--- src/rtl/beat_timing_seq.sv ---
// beat_timing_seq: one-hot W1/W2/W3 machine-beat sequencer, advancing on falling T3, started/resumed by QD.
// Optional feature macro BEAT_SINGLE_STEP_EN adds input SSTEP (one beat per QD press while running).
module beat_timing_seq #(
  parameter int ICNT_W      = 8,
  parameter int SYNC_STAGES = 2
) (
  input  logic              T3,
  input  logic              CLR,
  input  logic              QD,
  input  logic              SHORT,
  input  logic              LONG,
  input  logic              STOP,
`ifdef BEAT_SINGLE_STEP_EN
  input  logic              SSTEP,
`endif
  output logic              W1,
  output logic              W2,
  output logic              W3,
  output logic              BEAT_EN,
  output logic              BEAT_LAST,
  output logic [ICNT_W-1:0] ICNT,
  output logic [1:0]        o_dbg_state
);

  typedef enum logic [1:0] {
    ST_IDLE  = 2'd0,
    ST_RUN   = 2'd1,
    ST_PAUSE = 2'd2
  } state_t;

  state_t                 r_state;
  logic [2:0]             r_beat;      // {W3, W2, W1}
  logic                   r_beat_en;
  logic [ICNT_W-1:0]      r_icnt;
  logic [SYNC_STAGES-1:0] r_sync;
  logic                   r_qd_d;

  logic       w_qd_rise;
  logic       w_stop;
  logic       w_beat_ok;
  logic       w_last;
  logic [2:0] w_next_beat;

  assign w_qd_rise = r_sync[SYNC_STAGES-1] & ~r_qd_d;

`ifdef BEAT_SINGLE_STEP_EN
  assign w_stop = STOP | SSTEP;
`else
  assign w_stop = STOP;
`endif

  assign w_beat_ok = (r_beat == 3'b001) || (r_beat == 3'b010) || (r_beat == 3'b100);

  // SHORT only matters in W1 and LONG only in W2, so SHORT wins by construction.
  assign w_last = (r_state != ST_IDLE) &
                  ((r_beat[0] & SHORT) | (r_beat[1] & ~LONG) | r_beat[2]);

  always_comb begin
    w_next_beat = 3'b000;
    case (r_beat)
      3'b001:  w_next_beat = SHORT ? 3'b001 : 3'b010;
      3'b010:  w_next_beat = LONG  ? 3'b100 : 3'b001;
      3'b100:  w_next_beat = 3'b001;
      default: w_next_beat = 3'b000;
    endcase
  end

  always_ff @(negedge T3 or negedge CLR) begin
    if (!CLR) begin
      r_state   <= ST_IDLE;
      r_beat    <= 3'b000;
      r_beat_en <= 1'b0;
      r_icnt    <= '0;
      r_sync    <= '0;
      r_qd_d    <= 1'b0;
    end else begin
      r_sync <= {r_sync[SYNC_STAGES-2:0], QD};
      r_qd_d <= r_sync[SYNC_STAGES-1];
      case (r_state)
        ST_IDLE: begin
          if (w_qd_rise) begin
            r_state   <= ST_RUN;
            r_beat    <= 3'b001;
            r_beat_en <= 1'b1;
          end else begin
            r_beat    <= 3'b000;
            r_beat_en <= 1'b0;
          end
        end
        ST_RUN: begin
          if (!w_beat_ok) begin
            r_state   <= ST_IDLE;
            r_beat    <= 3'b000;
            r_beat_en <= 1'b0;
          end else if (w_stop) begin
            r_state   <= ST_PAUSE;
            r_beat_en <= 1'b0;
          end else begin
            r_beat <= w_next_beat;
            if (w_last) r_icnt <= r_icnt + 1'b1;
          end
        end
        ST_PAUSE: begin
          if (!w_beat_ok) begin
            r_state   <= ST_IDLE;
            r_beat    <= 3'b000;
            r_beat_en <= 1'b0;
          end else if (w_qd_rise) begin
            r_state   <= ST_RUN;
            r_beat_en <= 1'b1;
            r_beat    <= w_next_beat;
            if (w_last) r_icnt <= r_icnt + 1'b1;
          end
        end
        default: begin
          r_state   <= ST_IDLE;
          r_beat    <= 3'b000;
          r_beat_en <= 1'b0;
        end
      endcase
    end
  end

  assign W1          = r_beat[0];
  assign W2          = r_beat[1];
  assign W3          = r_beat[2];
  assign BEAT_EN     = r_beat_en;
  assign BEAT_LAST   = w_last;
  assign ICNT        = r_icnt;
  assign o_dbg_state = r_state;

endmodule

--- config.mk ---
export PLATFORM = sky130hd
export DESIGN_NAME = beat_timing_seq
export DESIGN_NICKNAME = d
export VERILOG_FILES = /design/src/rtl/beat_timing_seq.sv
export SDC_FILE = /design/constraint.sdc
export NUM_CORES = 1
export LEC_CHECK = 0
export BUFFER_PORTS_ARGS = -buffer_cell sky130_fd_sc_hd__buf_2
export CORE_AREA = 2 2 49 51
export DETAILED_ROUTE_END_ITERATION = 8
export DIE_AREA = 0 0 51 53
export HOLD_SLACK_MARGIN = 0.03
export PLACE_DENSITY_LB_ADDON = 0.15
export SLEW_MARGIN = 0
export SYNTH_ARGS = -nofsm -noshare
export SYNTH_HDL_FRONTEND = slang
export SYNTH_SLANG_ARGS = --single-unit
--- constraint.sdc ---
create_clock -name T3 -period 2.2 [get_ports T3]
set_clock_uncertainty 0.05 [all_clocks]
set_input_delay 0.44 -clock T3 [delete_from_list [all_inputs] [get_ports T3]]
set_output_delay 0.44 -clock T3 [all_outputs]
set_load 0.02 [all_outputs]
Yosys cells after proc, flatten, opt, wreduce, memory -nomap -nowiden

Cells that the tools add are included.

Bits of input ports: 6
Flip-flop bits (word level): 17

Reductions and logical operators: 8
Bitwise operators: 8
Equal/unequal tests: 12
Muxes and demuxes: 26
Add/subtract/negate cells: 1

Operators by type and width:

| cell                                                             | count |
|---|---|
| 8-bit 2-to-1 mux                                                 | 5 |
| 3-bit case mux with 3 select lines                               | 2 |
| 8-bit case mux with 2 select lines                               | 1 |
| 3-bit 2-to-1 mux                                                 | 5 |
| 2-bit 2-to-1 mux                                                 | 5 |
| 3-bit != test (second input constant)                            | 3 |
| 8-bit by 1-bit adder with 8-bit output (second input constant)   | 1 |
| 2-bit != test (second input constant)                            | 4 |
| 1-bit 2-to-1 mux                                                 | 6 |
| 2-bit case mux with 3 select lines                               | 1 |
| 5-bit AND reduction                                              | 1 |
| 1-bit AND                                                        | 4 |
| 2-bit AND reduction                                              | 2 |
| 2-bit nonzero test                                               | 2 |
| 3-bit by 1-bit == test with 1-bit output (second input constant) | 1 |
| 3-bit by 2-bit == test with 1-bit output (second input constant) | 1 |
| 3-bit == test (second input constant)                            | 1 |
| 1-bit case mux with 3 select lines                               | 1 |
| 2-bit by 1-bit == test with 1-bit output (second input constant) | 1 |
| 2-bit == test (second input constant)                            | 1 |
| 2-bit logical NOT                                                | 1 |
| 1-bit logical OR                                                 | 2 |
| 1-bit NOT                                                        | 2 |
| 1-bit bitwise OR                                                 | 2 |

Depth between registers and ports, before layout

Gate-level depths: netlist of run 1.

Word-level depth: 9
Mapped depth: 7

==> results of run 1 <==
==> worst paths after layout <==
kind	startpoint	end	slack (ps)	depth (start not counted)
max in group asynchronous	CLR	r_qd_d	790	1
min reg2reg	r_sync[0]	r_sync[1]	250	0
min in group asynchronous	CLR	r_beat[0]	990	1
max	r_beat[1]	BEAT_LAST	-690	4
max reg2reg	o_dbg_state[0]	ICNT[7]	120	8
min	r_sync[0]	r_sync[1]	250	0
==> metrics by stage <==
stage | setup slack, ps | area (um2)
5_1_grt | -752 | 1680
3_3_place_gp | -619 | 1350
2_1_floorplan | -506 | 1090
4_1_cts | -731 | 1590
3_5_place_dp | -660 | 1350
6_report | -695 | 1680
==> kinds of logic (layout without fill, tap and decap cells) <==
logic type      Yosys count  after routing  synth area share [%]
buf+inv                  11             66                  5.48
xor+xnor                  8              8                  8.45
compound gates           24             24                  19.8
flops                    17             17                  40.5
simple gates             33             33                  18.8
mux                       1              1                  1.07
fa+ha+maj                 5              5                  5.95
==> flip-flops by register name, summed over array words and instances, names as in the netlist <==
register     count
r_beat           3
r_qd_d           1
o_dbg_state      2
r_sync           2
BEAT_EN          1
ICNT             8
==> metal layers <==
metal / routed length, um / part of all wire [%] / vias up / track usage (%)
met5: 0 / 0 / - / 0
met4: 32 / 1.3 / 0 / 6.76
met3: 96 / 3.8 / 3 / 2.26
met2: 1240 / 49 / 24 / 36.4
met1: 1160 / 46 / 441 / 28.6
li1: - / - / 473 / -
==> cells in the mapped netlist, types with 2 or more instances <==
cell type / instances / share of area, %
buf_6: 2 / 2.1
o211ai_1: 2 / 1.4
nand4_1: 5 / 3.0
xnor2_1: 4 / 3.3
nand3_1: 3 / 1.4
and2b_1: 2 / 1.4
and2_1: 3 / 1.8
xor2_1: 3 / 2.5
nand2b_1: 2 / 1.2
o2111ai_1: 2 / 1.7
nand3b_1: 2 / 1.4
and3_1: 2 / 1.2
inv_1: 7 / 2.5
dfrtn_1: 17 / 40
nand2_1: 3 / 1.1
a21oi_1: 4 / 1.9
nor2_1: 4 / 1.4
nor4_1: 3 / 1.8
ha_1: 5 / 6.0
==> timing repair <==
item,CTS,global route
gates resized for setup,41,10
setup buffers,7,10
pin swaps,1,6
setup endpoints to repair,25,27
gates cloned,0,0
==> final cells by class <==
class                   count  area [um2]
multi-input cells          71         682
fillers                   152         470
well taps                  28        35.0
flip-flops and latches     17         425
inverters                   8        30.0
clock buffers               3        22.5
clock inverters             1        5.00
repair buffers             54         478
==> report_power, final <==
part           total (W)  switching, W  internal [W]  leakage [nW]
logic            0.00137      0.000679      0.000687         0.559
registers       0.000413     0.0000375      0.000375         0.225
clock network   0.000173      0.000105     0.0000679        0.0177
==> results by group, run 1 <==
Detailed routing
  – Drt wl/cell: 13.9 um
  – 1st-iter DRT viols: 19
  – Via density: 5.17
  – Number of antenna-violating nets in the routed design: 0
  – DRT Pass-1 Iters: 4
  – Wirelength, routed: 2530 um
  – DR vias: 941
  – Residual DRC: 0

Layout
  – Nets@finish: 166
  – Most frequent cells in the layout: buf_4 (28), buf_6 (22), dfrtn_1 (17)
  – # diodes: 0
  – Fraction of layout cells with a size suffix above 1: 52.6%
  – Commonest non-fill, non-tap cell in the layout: buf_4
  – Fin util: 78.1%
  – Area grow syn2layout: 59.6%
  – Cell Count, Final, Fillers Out: 182

CTS
  – CTS tree: yes
  – CTS Buffer Depth: 2
  – Num CTS Buffers: 3
  – Hold Buf Count CTS: 0
  – # clock sinks: 17
  – H-tree depth: 1
  – Clk slew on worst S/H paths: 70 ps
  – Clk Latency, worst-skew pair: 300 ps
  – CTS root buffer: clkbuf_4

GRT
  – Initial antenna violation count: 0
  – Largest net degree at the start of global routing: 18
  – First-pass GRT wire length: 4230 um
  – Tot GR Track Use: 21.4%
  – Grt ovf: 0
  – Vias in the first global route: 917

Setup path
  – Crit start category: flop
  – Critical path, cell by cell: and2b_2 -> o31ai_4 -> inv_2 -> buf_6
  – Buf/Inv on CP: 2
  – Critical Path RT: 1710 ps
  – Critical path arrival: 2400 ps
  – WS Path Type: reg -> out
  – Crit Path Max Fanout: 2
  – Slowest stage cell, crit path: dfrtn_1
  – Top Family by Delay on Critical Path: flip-flops
  – Crit end category: output pin
  – Max stage delay on crit path: 340 ps

Floorplan
  – Initial Utilization: 48.9%
  – Chip Width: 51 um
  – Num ports: 21
  – Core area: 2150 um2
  – # rows: 17
  – Die area: 2700 um2
  – Die Span Y: 53 um

Synthesis
  – Yosys reg bits: 17
  – Synth cell types: 43
  – Post-synthesis sequential area ratio: 40.5%
  – Cell area after synthesis: 1050 um2
  – Avg Synthesized Cell Area: 10.6 um2
  – Post-synth EDFFs: 0
  – Synth warnings: 0
  – Top_reg_cell synth: dfrtn_1
  – Synth Instances: 99
  – Async SR Flop Fraction: 100%
  – Syn Nets: 110

STA
  – Slew headroom: 73.1%
  – Final hold vios: 0
  – Least-Margin Pin Slew: 403 ps
  – Endpoints failing setup: 25
  – Setup tns final: -6970 ps
  – Worst hold slack: 251 ps
  – RSZ-0062 raised after global routing: true
  – Final WS setup: -695 ps
  – Fin. max-slew vios: 0

Outcome
  – Status: finished, violations left
  – Failing checks: setup timing

Power and ir drop
  – Pleak: 0.801 nW
  – Total design power: 0.00195 W
  – Power per cell area: 1160 nW/um2
  – Peak supply drop: 0.814 mV

Placed design
  – Post-Place Cells: 165
  – Port Buffers: 20
  – GPL Wtd Cong: 0.853
  – DP Wirelength: 1710 um

Min path
  – Hold Path Class: reg -> reg

Job
  – MaxCap Viol Count: 0
(Power assumes the default switching activity.)
==> run 2, diff against run 1 <==
--- a/config.mk
+++ b/config.mk
@@ -11,6 +11,7 @@
 export DIE_AREA = 0 0 51 53
 export HOLD_SLACK_MARGIN = 0.03
 export PLACE_DENSITY_LB_ADDON = 0.15
+export SETUP_SLACK_MARGIN = 0.15
 export SLEW_MARGIN = 0
 export SYNTH_ARGS = -nofsm -noshare
 export SYNTH_HDL_FRONTEND = slang
==> results by group, run 2 (synthesized netlist as in run 1, its figures left out) <==
CTS
  – # clock sinks: 17
  – Clk Latency, worst-skew pair: 290 ps
  – Hold Buf Count CTS: 0
  – H-tree depth: 1
  – Clk slew on worst S/H paths: 70 ps
  – CTS root buffer: clkbuf_4
  – Num CTS Buffers: 3
  – CTS Buffer Depth: 2
  – CTS tree: yes

Floorplan
  – Die area: 2700 um2
  – # rows: 17
  – Initial Utilization: 48.9%
  – Chip Width: 51 um
  – Core area: 2150 um2
  – Die Span Y: 53 um
  – Num ports: 21

Layout
  – Area grow syn2layout: 69.0%
  – Nets@finish: 172
  – Fraction of layout cells with a size suffix above 1: 56.9%
  – Commonest non-fill, non-tap cell in the layout: buf_4
  – Number of flip-flops in the largest register: 8
  – # diodes: 0
  – Most frequent cells in the layout: buf_4 (30), buf_6 (28), dfrtn_1 (17)

Detailed routing
  – Drt wl/cell: 15.5 um
  – Via density: 5.37
  – DRT Pass-1 Iters: 4
  – Wirelength, routed: 2920 um
  – 1st-iter DRT viols: 15
  – DR vias: 1009
  – Residual DRC: 0
  – Number of antenna-violating nets in the routed design: 0

STA
  – Setup tns final: -7160 ps
  – Slew headroom: 73.4%
  – Final hold vios: 0
  – Endpoints failing setup: 25
  – Worst hold slack: 247 ps
  – RSZ-0062 raised after global routing: true
  – Least-Margin Pin Slew: 399 ps
  – Fin. max-slew vios: 0
  – Final WS setup: -719 ps

Outcome
  – Failing checks: setup timing
  – Status: finished, violations left

Power and ir drop
  – Peak supply drop: 0.790 mV
  – Pleak: 0.849 nW
  – Power per cell area: 1130 nW/um2

Setup path
  – Crit Path Max Fanout: 2
  – Critical path arrival: 2430 ps
  – WS Path Type: reg -> out
  – Critical Path RT: 1710 ps
  – Crit start category: flop
  – Crit end category: output pin
  – Depth of the most critical reg-to-reg path: 7

Placed design
  – GPL Wtd Cong: 0.822
  – Port Buffers: 20
  – DP Wirelength: 1770 um

GRT
  – Largest net degree at the start of global routing: 18
  – Initial antenna violation count: 0
  – Grt ovf: 0
  – Tot GR Track Use: 23.6%
  – Vias in the first global route: 1060
  – First-pass GRT wire length: 4690 um

Min path
  – Hold depth: 0
  – Hold Path Class: reg -> reg

Job
  – MaxCap Viol Count: 0
-- run 2: worst paths after layout --
path,end,startpoint,slack [ps]
setup / recovery,BEAT_LAST,r_beat[1],-720
hold / removal,r_sync[1],r_sync[0],250
setup reg to reg,ICNT[7],o_dbg_state[1],60
hold reg to reg,r_sync[1],r_sync[0],250
max in group asynchronous,ICNT[3],CLR,800
min in group asynchronous,o_dbg_state[0],CLR,990
-- run 2: critical path, cell delays in order (launching register included) --
cell and delay, ps:
dfrtn_1 380, and2b_2 230, o31ai_4 220, inv_2 70
buf_6 130
-- run 2: final cells by class --
class	instances	area, um2
timing repair buffer	60	551
fill	125	372
clock buffer	3	22.5
clock inverter	1	5.00
multi-input combinational	71	696
inverter	8	42.5
sequential	17	425
tap	28	35.0
-- run 2: what timing repair did --
| action | CTS | global route |
|---|---|---|
| gates resized for setup | 45 | 12 |
| endpoints found under the setup margin | 28 | 28 |
| pin swaps | 6 | 12 |
| buffers inserted | 10 | 8 |
| cloned | 0 | 0 |
-- run 2: layer usage --
metal	wire [um]	track usage [%]
met1	1250	26.9
met5	0	0
met2	1480	41.6
met3	100	4.52
met4	81	13.1
-- run 2: power breakdown --
| group | total (W) | internal [W] | switching, W |
|---|---|---|---|
| sequential | 0.000418 | 0.000376 | 0.0000422 |
| clock | 0.000178 | 0.0000677 | 0.000110 |
| combinational | 0.00141 | 0.000692 | 0.000714 |
-- run 2: stage by stage --
step | power, W | cells | cell area (um2) | setup WS, ps | utilization [%]
after floorplan | 0.00111 | 99 | 1120 | -506 | -
after global placement | 0.00142 | 166 | 1390 | -625 | 64.6
after detailed placement | 0.00144 | 166 | 1390 | -663 | 64.6
after CTS | 0.00186 | 180 | 1660 | -726 | 77.4
after global routing | 0.00211 | 188 | 1780 | -764 | 82.7
final | 0.00200 | 188 | 1780 | -719 | 82.7
==> run 3, diff against run 2 <==
--- a/config.mk
+++ b/config.mk
@@ -10,7 +10,7 @@
 export DETAILED_ROUTE_END_ITERATION = 8
 export DIE_AREA = 0 0 51 53
 export HOLD_SLACK_MARGIN = 0.03
-export PLACE_DENSITY_LB_ADDON = 0.15
+export PLACE_DENSITY = 0.72
 export SETUP_SLACK_MARGIN = 0.15
 export SLEW_MARGIN = 0
 export SYNTH_ARGS = -nofsm -noshare
==> results by group, run 3 (synthesized netlist as in run 1, its figures left out) <==
Floorplan
  – Core area: 2150 um2
  – Initial Utilization: 48.9%
  – Num ports: 21
  – Die Span Y: 53 um
  – Chip Width: 51 um
  – Die area: 2700 um2
  – # rows: 17

GRT
  – Largest net degree at the start of global routing: 18
  – Grt ovf: 0
  – Tot GR Track Use: 26.5%
  – First-pass GRT wire length: 5190 um
  – Vias in the first global route: 1052
  – Initial antenna violation count: 0

Layout
  – Fill cells: 122
  – Cell Count, Final, Fillers Out: 190
  – Final Cell Area: 1800 um2
  – Flip-flop and latch area: 425 um2
  – Commonest non-fill, non-tap cell in the layout: buf_4
  – Number of flip-flops in the largest register: 8
  – Area grow syn2layout: 71.2%
  – # diodes: 0
  – Multi-input gate area: 688 um2
  – Nets@finish: 174
  – Fin util: 83.8%
  – Fraction of layout cells with a size suffix above 1: 54.9%
  – Most frequent cells in the layout: buf_4 (32), buf_6 (26), dfrtn_1 (17)

CTS
  – CTS tree: yes
  – H-tree depth: 1
  – Hold Buf Count CTS: 0
  – Clk slew on worst S/H paths: 70 ps
  – Clk Latency, worst-skew pair: 300 ps
  – CTS root buffer: clkbuf_4
  – # clock sinks: 17
  – CTS Buffer Depth: 2
  – Num CTS Buffers: 3

Detailed routing
  – Drt wl/cell: 18.6 um
  – DR vias: 1073
  – Residual DRC: 0
  – Wirelength, routed: 3540 um
  – 1st-iter DRT viols: 23
  – DRT Pass-1 Iters: 4
  – Via density: 5.65
  – Number of antenna-violating nets in the routed design: 0

Placed design
  – Port Buffers: 20
  – GPL Wtd Cong: 0.765
  – DP Wirelength: 1850 um
  – Post-Place Cells: 167
  – DP Area: 1400 um2

STA
  – Final hold vios: 0
  – Endpoints failing setup: 26
  – RSZ-0062 raised after global routing: true
  – Least-Margin Pin Slew: 393 ps
  – Final WS setup: -736 ps
  – Slew headroom: 73.8%
  – Fin. max-slew vios: 0
  – Worst hold slack: 265 ps
  – Setup tns final: -8420 ps

Setup path
  – Crit Path Max Fanout: 2
  – Critical path, cell by cell: and2b_2 -> o31ai_4 -> inv_2 -> buf_6
  – Critical path arrival: 2450 ps
  – Crit end category: output pin
  – Slowest stage cell, crit path: dfrtn_1
  – Critical Path RT: 1710 ps
  – WS Path Type: reg -> out
  – Top Family by Delay on Critical Path: flip-flops
  – Crit start category: flop
  – Max stage delay on crit path: 370 ps
  – Buf/Inv on CP: 2

Power and ir drop
  – Pleak: 0.858 nW
  – Peak supply drop: 1.03 mV
  – Power per cell area: 1160 nW/um2

Outcome
  – Failing checks: setup timing
  – Status: finished, violations left

Min path
  – Hold Path Class: reg -> reg

Job
  – MaxCap Viol Count: 0
## run 3: cell types whose count changed in the layout (fill, tap and decap cells not counted), sizes merged
cell	change
buf	+2
## run 3: worst reg2reg max path, delay by kind of cell (launching register included)
family	cells	cell delay [ps]
adders and majority gates	1	340
DFF	1	450
and+or+nand+nor	2	500
xor gates and xnor gates	1	120
buffers and inverters	2	210
AOI/OAI and AO/OA	1	410
## run 3: timing repair
action                                 CTS  global route
gates cloned                             0             0
endpoints found under the hold margin    0             0
pin swaps                               10             7
buffers inserted                        10             9
resized for setup                       45            12
setup endpoints to repair               28            27
## run 3: cell type report
type / instances / share of cell area (%)
Multi-Input combinational cell: 71 / 38.2
Clock inverter: 1 / 0.278
Timing Repair Buffer: 62 / 32.1
Sequential cell: 17 / 23.6
Tap cell: 28 / 1.95
Inverter: 8 / 2.50
Clock buffer: 3 / 1.25
## run 3: report_power, final
part           leakage, nW  switching [W]  internal, W
logic                0.616       0.000769     0.000722
registers            0.225      0.0000456     0.000376
clock network       0.0177       0.000111    0.0000679
total                0.858       0.000926      0.00117
## run 3: path summary, 6_finish.rpt
check / from / to / slack (ps) / cells after the start
worst max-delay path: r_beat[1] / BEAT_LAST / -740 / 4
worst min-delay path: r_sync[0] / r_sync[1] / 260 / 0
worst max register to register: o_dbg_state[1] / ICNT[5] / -30 / 7
worst min register to register: r_sync[0] / r_sync[1] / 260 / 0
max in group asynchronous: CLR / ICNT[4] / 800 / 1
min in group asynchronous: CLR / BEAT_EN / 980 / 1
## run 3: metrics by stage
step                      power (W)  setup WS [ps]
after CTS                   0.00182           -708
after global routing        0.00220           -769
final                       0.00209           -736
after global placement      0.00141           -583
after detailed placement    0.00144           -589
after floorplan             0.00111           -506
## run 3: layer usage
metal / vias up / share of wire [%] / GRT usage, %
li1: 485 / - / -
met1: 557 / 43 / 32.7
met2: 25 / 53 / 48.9
met3: 6 / 3.0 / 1.98
met4: 0 / 0.73 / 8.11
met5: - / 0 / 0
